**src/rtl/tpu_tile_ctrl.sv**
```systemverilog
// rtl/tpu_tile_ctrl.sv - tile sequencer for the 4x4 systolic array
// Streams A/B operands in 4-deep K chunks, runs the array per chunk and writes accumulated C tiles.
module tpu_tile_ctrl #(
    parameter int ADDR_BITS  = 16,
    parameter int DATA_BITS  = 32,
    parameter int DATAC_BITS = 128,
    parameter int TIMEOUT    = 64
) (
    input  logic                  clk,
    input  logic                  rst,
    input  logic                  start,
    input  logic [7:0]            m_tiles,
    input  logic [7:0]            n_tiles,
    input  logic [ADDR_BITS-1:0]  k_len,
    output logic                  busy,
    output logic                  done,
    output logic                  err,
    output logic [ADDR_BITS-1:0]  A_index,
    output logic [ADDR_BITS-1:0]  B_index,
    input  logic [DATA_BITS-1:0]  A_data_in,
    input  logic [DATA_BITS-1:0]  B_data_in,
    output logic [ADDR_BITS-1:0]  C_index,
    output logic                  C_wr_en,
    output logic [DATAC_BITS-1:0] C_data_out,
    output logic                  sa_rst_n,
    output logic [DATA_BITS-1:0]  local_buffer_A0,
    output logic [DATA_BITS-1:0]  local_buffer_A1,
    output logic [DATA_BITS-1:0]  local_buffer_A2,
    output logic [DATA_BITS-1:0]  local_buffer_A3,
    output logic [DATA_BITS-1:0]  local_buffer_B0,
    output logic [DATA_BITS-1:0]  local_buffer_B1,
    output logic [DATA_BITS-1:0]  local_buffer_B2,
    output logic [DATA_BITS-1:0]  local_buffer_B3,
    input  logic                  sa_done,
    input  logic [DATAC_BITS-1:0] sa_C0,
    input  logic [DATAC_BITS-1:0] sa_C1,
    input  logic [DATAC_BITS-1:0] sa_C2,
    input  logic [DATAC_BITS-1:0] sa_C3
);
    localparam int CW_RAW = $clog2(TIMEOUT + 1);
    localparam int CW     = (CW_RAW < 3) ? 3 : CW_RAW;
    localparam logic [ADDR_BITS:0] CHUNK = (ADDR_BITS + 1)'(4);

    typedef enum logic [2:0] {
        S_IDLE, S_CLR, S_FETCH, S_SARST, S_RUN, S_ACC, S_WRITE, S_FIN
    } state_t;

    state_t                state, state_nx;
    logic [CW-1:0]         cyc;
    logic [7:0]            m_tiles_q, n_tiles_q, m_cnt, n_cnt;
    logic [ADDR_BITS-1:0]  k_len_q, k0, a_base, b_base, c_base;
    logic                  armed;
    logic [31:0]           acc [4][4];
    logic [DATA_BITS-1:0]  lb_a [4];
    logic [DATA_BITS-1:0]  lb_b [4];
    logic [DATAC_BITS-1:0] sa_c [4];
    logic                  more_chunks, last_n, last_m, slot_valid;
    logic [1:0]            slot;
    logic [1:0]            row;

    assign sa_c[0] = sa_C0;
    assign sa_c[1] = sa_C1;
    assign sa_c[2] = sa_C2;
    assign sa_c[3] = sa_C3;

    assign local_buffer_A0 = lb_a[0];
    assign local_buffer_A1 = lb_a[1];
    assign local_buffer_A2 = lb_a[2];
    assign local_buffer_A3 = lb_a[3];
    assign local_buffer_B0 = lb_b[0];
    assign local_buffer_B1 = lb_b[1];
    assign local_buffer_B2 = lb_b[2];
    assign local_buffer_B3 = lb_b[3];

    // Comparisons use one extra bit so k0+4 cannot wrap near the top of the index space.
    assign more_chunks = ({1'b0, k0} + CHUNK) < {1'b0, k_len_q};
    assign slot        = 2'(cyc - CW'(1));
    assign slot_valid  = ({1'b0, k0} + {{(ADDR_BITS-1){1'b0}}, slot}) < {1'b0, k_len_q};
    assign last_n      = (n_cnt + 8'd1) == n_tiles_q;
    assign last_m      = (m_cnt + 8'd1) == m_tiles_q;
    assign row         = cyc[1:0];

    always_comb begin
        state_nx   = state;
        busy       = (state != S_IDLE);
        done       = (state == S_FIN);
        C_wr_en    = 1'b0;
        A_index    = '0;
        B_index    = '0;
        C_index    = '0;
        C_data_out = '0;
        // armed keeps the array out of reset between runs so its results survive into ACC
        sa_rst_n   = (state == S_RUN) || (armed && state != S_SARST);
        case (state)
            S_IDLE: begin
                if (start) state_nx = (m_tiles == 8'd0 || n_tiles == 8'd0) ? S_FIN : S_CLR;
            end
            S_CLR: state_nx = (k_len_q == '0) ? S_WRITE : S_FETCH;
            S_FETCH: begin
                A_index = a_base + k0 + ADDR_BITS'(cyc);
                B_index = b_base + k0 + ADDR_BITS'(cyc);
                if (cyc == CW'(4)) state_nx = S_SARST;
            end
            S_SARST: if (cyc == CW'(1)) state_nx = S_RUN;
            S_RUN: begin
                if (sa_done)                        state_nx = S_ACC;
                else if (cyc == CW'(TIMEOUT - 1))   state_nx = S_FIN;
            end
            S_ACC: state_nx = more_chunks ? S_FETCH : S_WRITE;
            S_WRITE: begin
                C_wr_en    = 1'b1;
                C_index    = c_base + ADDR_BITS'(row);
                C_data_out = DATAC_BITS'({acc[row][0], acc[row][1], acc[row][2], acc[row][3]});
                if (cyc == CW'(3)) state_nx = (last_n && last_m) ? S_FIN : S_CLR;
            end
            S_FIN: state_nx = S_IDLE;
            default: state_nx = S_IDLE;
        endcase
    end

    always_ff @(posedge clk or posedge rst) begin
        if (rst) begin
            state     <= S_IDLE;
            cyc       <= '0;
            m_tiles_q <= '0;
            n_tiles_q <= '0;
            m_cnt     <= '0;
            n_cnt     <= '0;
            k_len_q   <= '0;
            k0        <= '0;
            a_base    <= '0;
            b_base    <= '0;
            c_base    <= '0;
            armed     <= 1'b0;
            err       <= 1'b0;
            for (int i = 0; i < 4; i++) begin
                lb_a[i] <= '0;
                lb_b[i] <= '0;
                for (int j = 0; j < 4; j++) acc[i][j] <= '0;
            end
        end else begin
            state <= state_nx;
            cyc   <= (state_nx != state) ? '0 : cyc + CW'(1);

            if (state == S_RUN)
                armed <= 1'b1;
            else if (state == S_SARST || state == S_IDLE || state == S_FIN)
                armed <= 1'b0;

            case (state)
                S_IDLE: begin
                    if (start) begin
                        m_tiles_q <= m_tiles;
                        n_tiles_q <= n_tiles;
                        k_len_q   <= k_len;
                        m_cnt     <= '0;
                        n_cnt     <= '0;
                        a_base    <= '0;
                        b_base    <= '0;
                        c_base    <= '0;
                        err       <= 1'b0;
                    end
                end
                S_CLR: begin
                    k0 <= '0;
                    for (int i = 0; i < 4; i++)
                        for (int j = 0; j < 4; j++) acc[i][j] <= '0;
                end
                S_FETCH: begin
                    // read data lags its index by one cycle, so slot cyc-1 lands now
                    if (cyc != '0) begin
                        lb_a[slot] <= slot_valid ? A_data_in : '0;
                        lb_b[slot] <= slot_valid ? B_data_in : '0;
                    end
                end
                S_RUN: begin
                    if (!sa_done && cyc == CW'(TIMEOUT - 1)) err <= 1'b1;
                end
                S_ACC: begin
                    for (int i = 0; i < 4; i++)
                        for (int j = 0; j < 4; j++)
                            acc[i][j] <= acc[i][j] + sa_c[i][DATAC_BITS-1-32*j -: 32];
                    if (more_chunks) k0 <= k0 + ADDR_BITS'(4);
                end
                S_WRITE: begin
                    if (cyc == CW'(3)) begin
                        c_base <= c_base + ADDR_BITS'(4);
                        if (last_n) begin
                            n_cnt  <= '0;
                            b_base <= '0;
                            m_cnt  <= m_cnt + 8'd1;
                            a_base <= a_base + k_len_q;
                        end else begin
                            n_cnt  <= n_cnt + 8'd1;
                            b_base <= b_base + k_len_q;
                        end
                    end
                end
                default: ;
            endcase
        end
    end
endmodule
```
**config.mk**
```make
export PLATFORM = sky130hd
export DESIGN_NAME = tpu_tile_ctrl
export DESIGN_NICKNAME = d
export VERILOG_FILES = /design/src/rtl/tpu_tile_ctrl.sv
export SDC_FILE = /design/constraint.sdc
export NUM_CORES = 2
export LEC_CHECK = 0
export CORE_ASPECT_RATIO = 0.9
export CORE_UTILIZATION = 30
export DETAILED_ROUTE_END_ITERATION = 10
export PLACE_DENSITY = 0.55
export SYNTH_ARGS = -nofsm -noshare
export SYNTH_HDL_FRONTEND = slang
export SYNTH_SLANG_ARGS = --single-unit
```
**constraint.sdc**
```tcl
create_clock -name clk -period 70.6 [get_ports clk]
set_clock_uncertainty 0.1 [all_clocks]
set_input_delay 17.65 -clock clk [delete_from_list [all_inputs] [get_ports clk]]
set_output_delay 17.65 -clock clk [all_outputs]
set_load 0.05 [all_outputs]
```
==> results.json <==
{
  "status": "complete, no violations",
  "hold_start": "local_buffer_B1[24]",
  "period_needed_ns": 23.39,
  "worstPathRequired_ns": 52.85,
  "switching_share_pct": 47.4,
  "grt.busiest_layer": "met2",
  "rsz0062_at_grt": "no",
  "avgViaCountPerCell": 5.30,
  "vias": 57855,
  "core_area_sq_mm": 0.209,
  "maxCapViolCount": 0,
  "cts-buffers-inserted": 112,
  "use_met1_pct": 30.1,
  "post_route_cells_drive_above_1_share_pct": 5.40,
  "cts_max_level": 3,
  "fmax_ghz": 0.0428,
  "drtPass1Iterations": 6,
  "post_cts_buffers": 0,
  "min_path_cells": 2,
  "ys_seq_area_share_pct": 35.1,
  "fin_nets": 9215,
  "clk_root_buffer_cell": "clkbuf_16",
  "comb_power_share_pct": 56.1,
  "cts_tree": "done",
  "grt_pass1_vias": 56637,
  "syn-instance-count": 7057,
  "initial_utilization_pct": 30.3,
  "syn_avg_cell_area_sq_um": 8.97,
  "area_growth_pct": 27.8,
  "totalWireLength_um": 255000,
  "clkPwrFrac_pct": 18.3,
  "regToRegEndpoint": "local_buffer_B1[21]",
  "clk_pin_slew_ns": 0.06,
  "leakage_nw": 37.5,
  "fp-row-count": 159,
  "io_buffer_count": 1048,
  "grtUsageMet3_pct": 4.04,
  "finalHoldViolCount": 0,
  "yosysTopAreaCell": "dfrtp_1",
  "setup_ws_ns": 47.21,
  "synth_warnings": 0,
  "ctsHoldBuffers": 0,
  "grt_pass1_wl_um": 377000,
  "grt_util_met2_pct": 37.8,
  "async_reset_ff_share_pct": 100,
  "critPathKind": "reg -> out",
  "drt_iter0_drc": 4353,
  "setup_violations": 0,
  "crit_arrival_ns": 5.64,
  "cellPowerDensity_mw_per_mm2": 43.3,
  "seqPwrFrac_pct": 25.6,
  "antenna_found_initial": 100,
  "slew_violations": 0,
  "hold_class": "reg -> reg",
  "io_pins": 1049,
  "synth_top_area_share_pct": 35.1,
  "dieHeight_um": 438,
  "period_share_pct": 33.1,
  "ant_nets": 0,
  "critPathLaunchType": "flip-flop",
  "overflow": 0,
  "place_area_sq_mm": 0.0766,
  "synth_seq_cells": 888,
  "internal_power_mw": 1.84,
  "cts_sinks": 888,
  "wl_per_cell_um": 23.3,
  "dp_hpwl_um": 198000,
  "max_slew_margin_pct": 14.6,
  "synthDistinctLibCells": 100,
  "drc": 0,
  "cts_max_path_buffers": 3,
  "die-area_sq_mm": 0.213,
  "worst_pin_slew_ns": 1.28,
  "grt_util_all_layers_pct": 23.5,
  "syn-cell-area_sq_mm": 0.0633,
  "r2r-start": "cyc[0]",
  "grt_start_max_net_pins": 190,
  "r2r_cells": 19,
  "min_delay_worst_endpoint": "local_buffer_B1[24]",
  "routabilityCongestion": 0.924,
  "synth-main-ff-cell": "dfrtp_1",
  "power.switching_mw": 1.66,
  "rrSetupSlack_ns": 64.44,
  "final_area_sq_mm": 0.0809,
  "fp.dieW_um": 486,
  "place_ws_ns": 48.08,
  "synth.net_count": 8312,
  "clk_latency_ns": 0.81,
  "synth_area_leaders": "dfrtp_1, ha_1, nand2_1",
  "crit_path_end_kind": "output pin",
  "critPathMaxFanout": 34,
  "synth_edf_count": 0,
  "post_cts_resized": 0,
  "setup_tns_ns": 0,
  "peakVddDrop_mv": 0.0269
}
[per-stage QoR]
step	utilization (%)	hold slack [ns]	total power, mW	cells
after floorplan	-	0.360	2.22	7057
after global placement	36.7	0.366	2.83	10663
after detailed placement	36.7	0.374	2.86	10663
after CTS	38.6	0.387	3.52	10867
after global routing	38.7	0.403	3.74	10909
final	38.7	0.381	3.50	10926
[power groups by stage]
| stage | combinational (mW) | clock [mW] | sequential [mW] |
|---|---|---|---|
| 6_report | 1.96 | 0.642 | 0.897 |
| 5_1_grt | 2.14 | 0.677 | 0.924 |
| 4_1_cts | 1.97 | 0.657 | 0.896 |
| 3_5_place_dp | 1.96 | 0 | 0.904 |
| 3_3_place_gp | 1.93 | 0 | 0.897 |
| 2_1_floorplan | 1.14 | 0 | 1.08 |
[worst max-delay path, cell delays in order (launching register included)]
cell             delay (ns)
dfrtp_4                0.80
ha_1                   0.33
ha_1                   0.22
fa_1                   0.47
a21o_1                 0.20
a21oi_1                0.23
o21bai_1               0.13
a21oi_1                0.22
nor2b_1                0.09
o21ai_0                0.25
a21oi_1                0.15
o41ai_1                0.46
o21ai_0                0.20
xnor2_1                0.16
nor2_1                 0.09
clkdlybuf4s50_1        0.83
[logic make-up after synthesis]
kind of cell               count (synthesis)  synth area share [%]
DFF                                      888                  35.1
xor gates and xnor gates                 525                  7.26
AOI/OAI and AO/OA                       2180                  20.9
buffers and inverters                    458                  2.79
adders and majority gates                643                  13.1
muxes                                    144                  4.81
and+or+nand+nor                         2218                  16.1
other                                      1               0.00592
[synthesized netlist by cell type, types with 87 or more instances]
cell / number
ha_1: 613
xor2_1: 271
nor2_1: 322
xnor2_1: 254
a21o_1: 259
o21bai_1: 90
clkbuf_1: 267
and3_1: 190
nor3_1: 87
o21ai_0: 642
nand2_1: 1074
mux4_2: 128
dfrtp_1: 888
inv_1: 151
a21oi_1: 426
o21ai_1: 326
nand3_1: 192
[area by class of cell]
type	count	area [sq um]
sequential	888	22200
fill	20824	128000
clock inverter	45	875
tap	2817	3520
multi-input combinational	5711	39400
inverter	152	578
antenna	59	148
clock buffer	159	3220
timing repair buffer	1095	10900
[routing by layer]
metal  up-vias  wire, um
met5         -       134
met4        22     12800
met3       409     14600
met2      1814    118000
met1     28149    109000
li1      27461         -
[layout by cell type (no fill, tap or decap), types with 21 or more instances in the layout]
cell,instances
nand2_1,1069
clkdlybuf4s50_1,1048
dfrtp_1,884
o21ai_0,642
ha_1,613
a21oi_1,426
o21ai_1,326
nor2_1,320
xor2_1,271
a21o_1,259
xnor2_1,254
nand3_1,192
and3_1,190
inv_1,150
mux4_2,128
clkbuf_16,112
o21bai_1,90
nor3_1,87
nand2b_1,74
o21a_1,61
diode_2,59
o31ai_1,56
nand4_1,53
nor2b_1,50
a211oi_1,50
a31oi_1,49
buf_4,43
or3_1,36
fa_1,30
clkbuf_8,24
clkbuf_1,23
a22o_1,21
[flip-flops by register name, indices dropped and copies added (netlist names), 16 cells and up]
name             count
a_base              16
acc                512
b_base              16
k_len_q             16
local_buffer_A0     32
local_buffer_A1     32
local_buffer_A2     32
local_buffer_A3     32
local_buffer_B0     32
local_buffer_B1     32
local_buffer_B2     32
local_buffer_B3     32
[how the worst max path moves through the flow]
stage,start,endpoint,slack (ns),cells past startpoint
finish,cyc[1],B_index[15],47.21,15
global placement,cyc[1],B_index[15],47.98,15
detailed placement,cyc[1],B_index[15],48.08,15
global route,cyc[1],B_index[15],46.92,15
CTS,cyc[1],B_index[15],47.14,15
floorplan,rst,a_base[0],27.89,1
(Power assumes the default switching activity.)
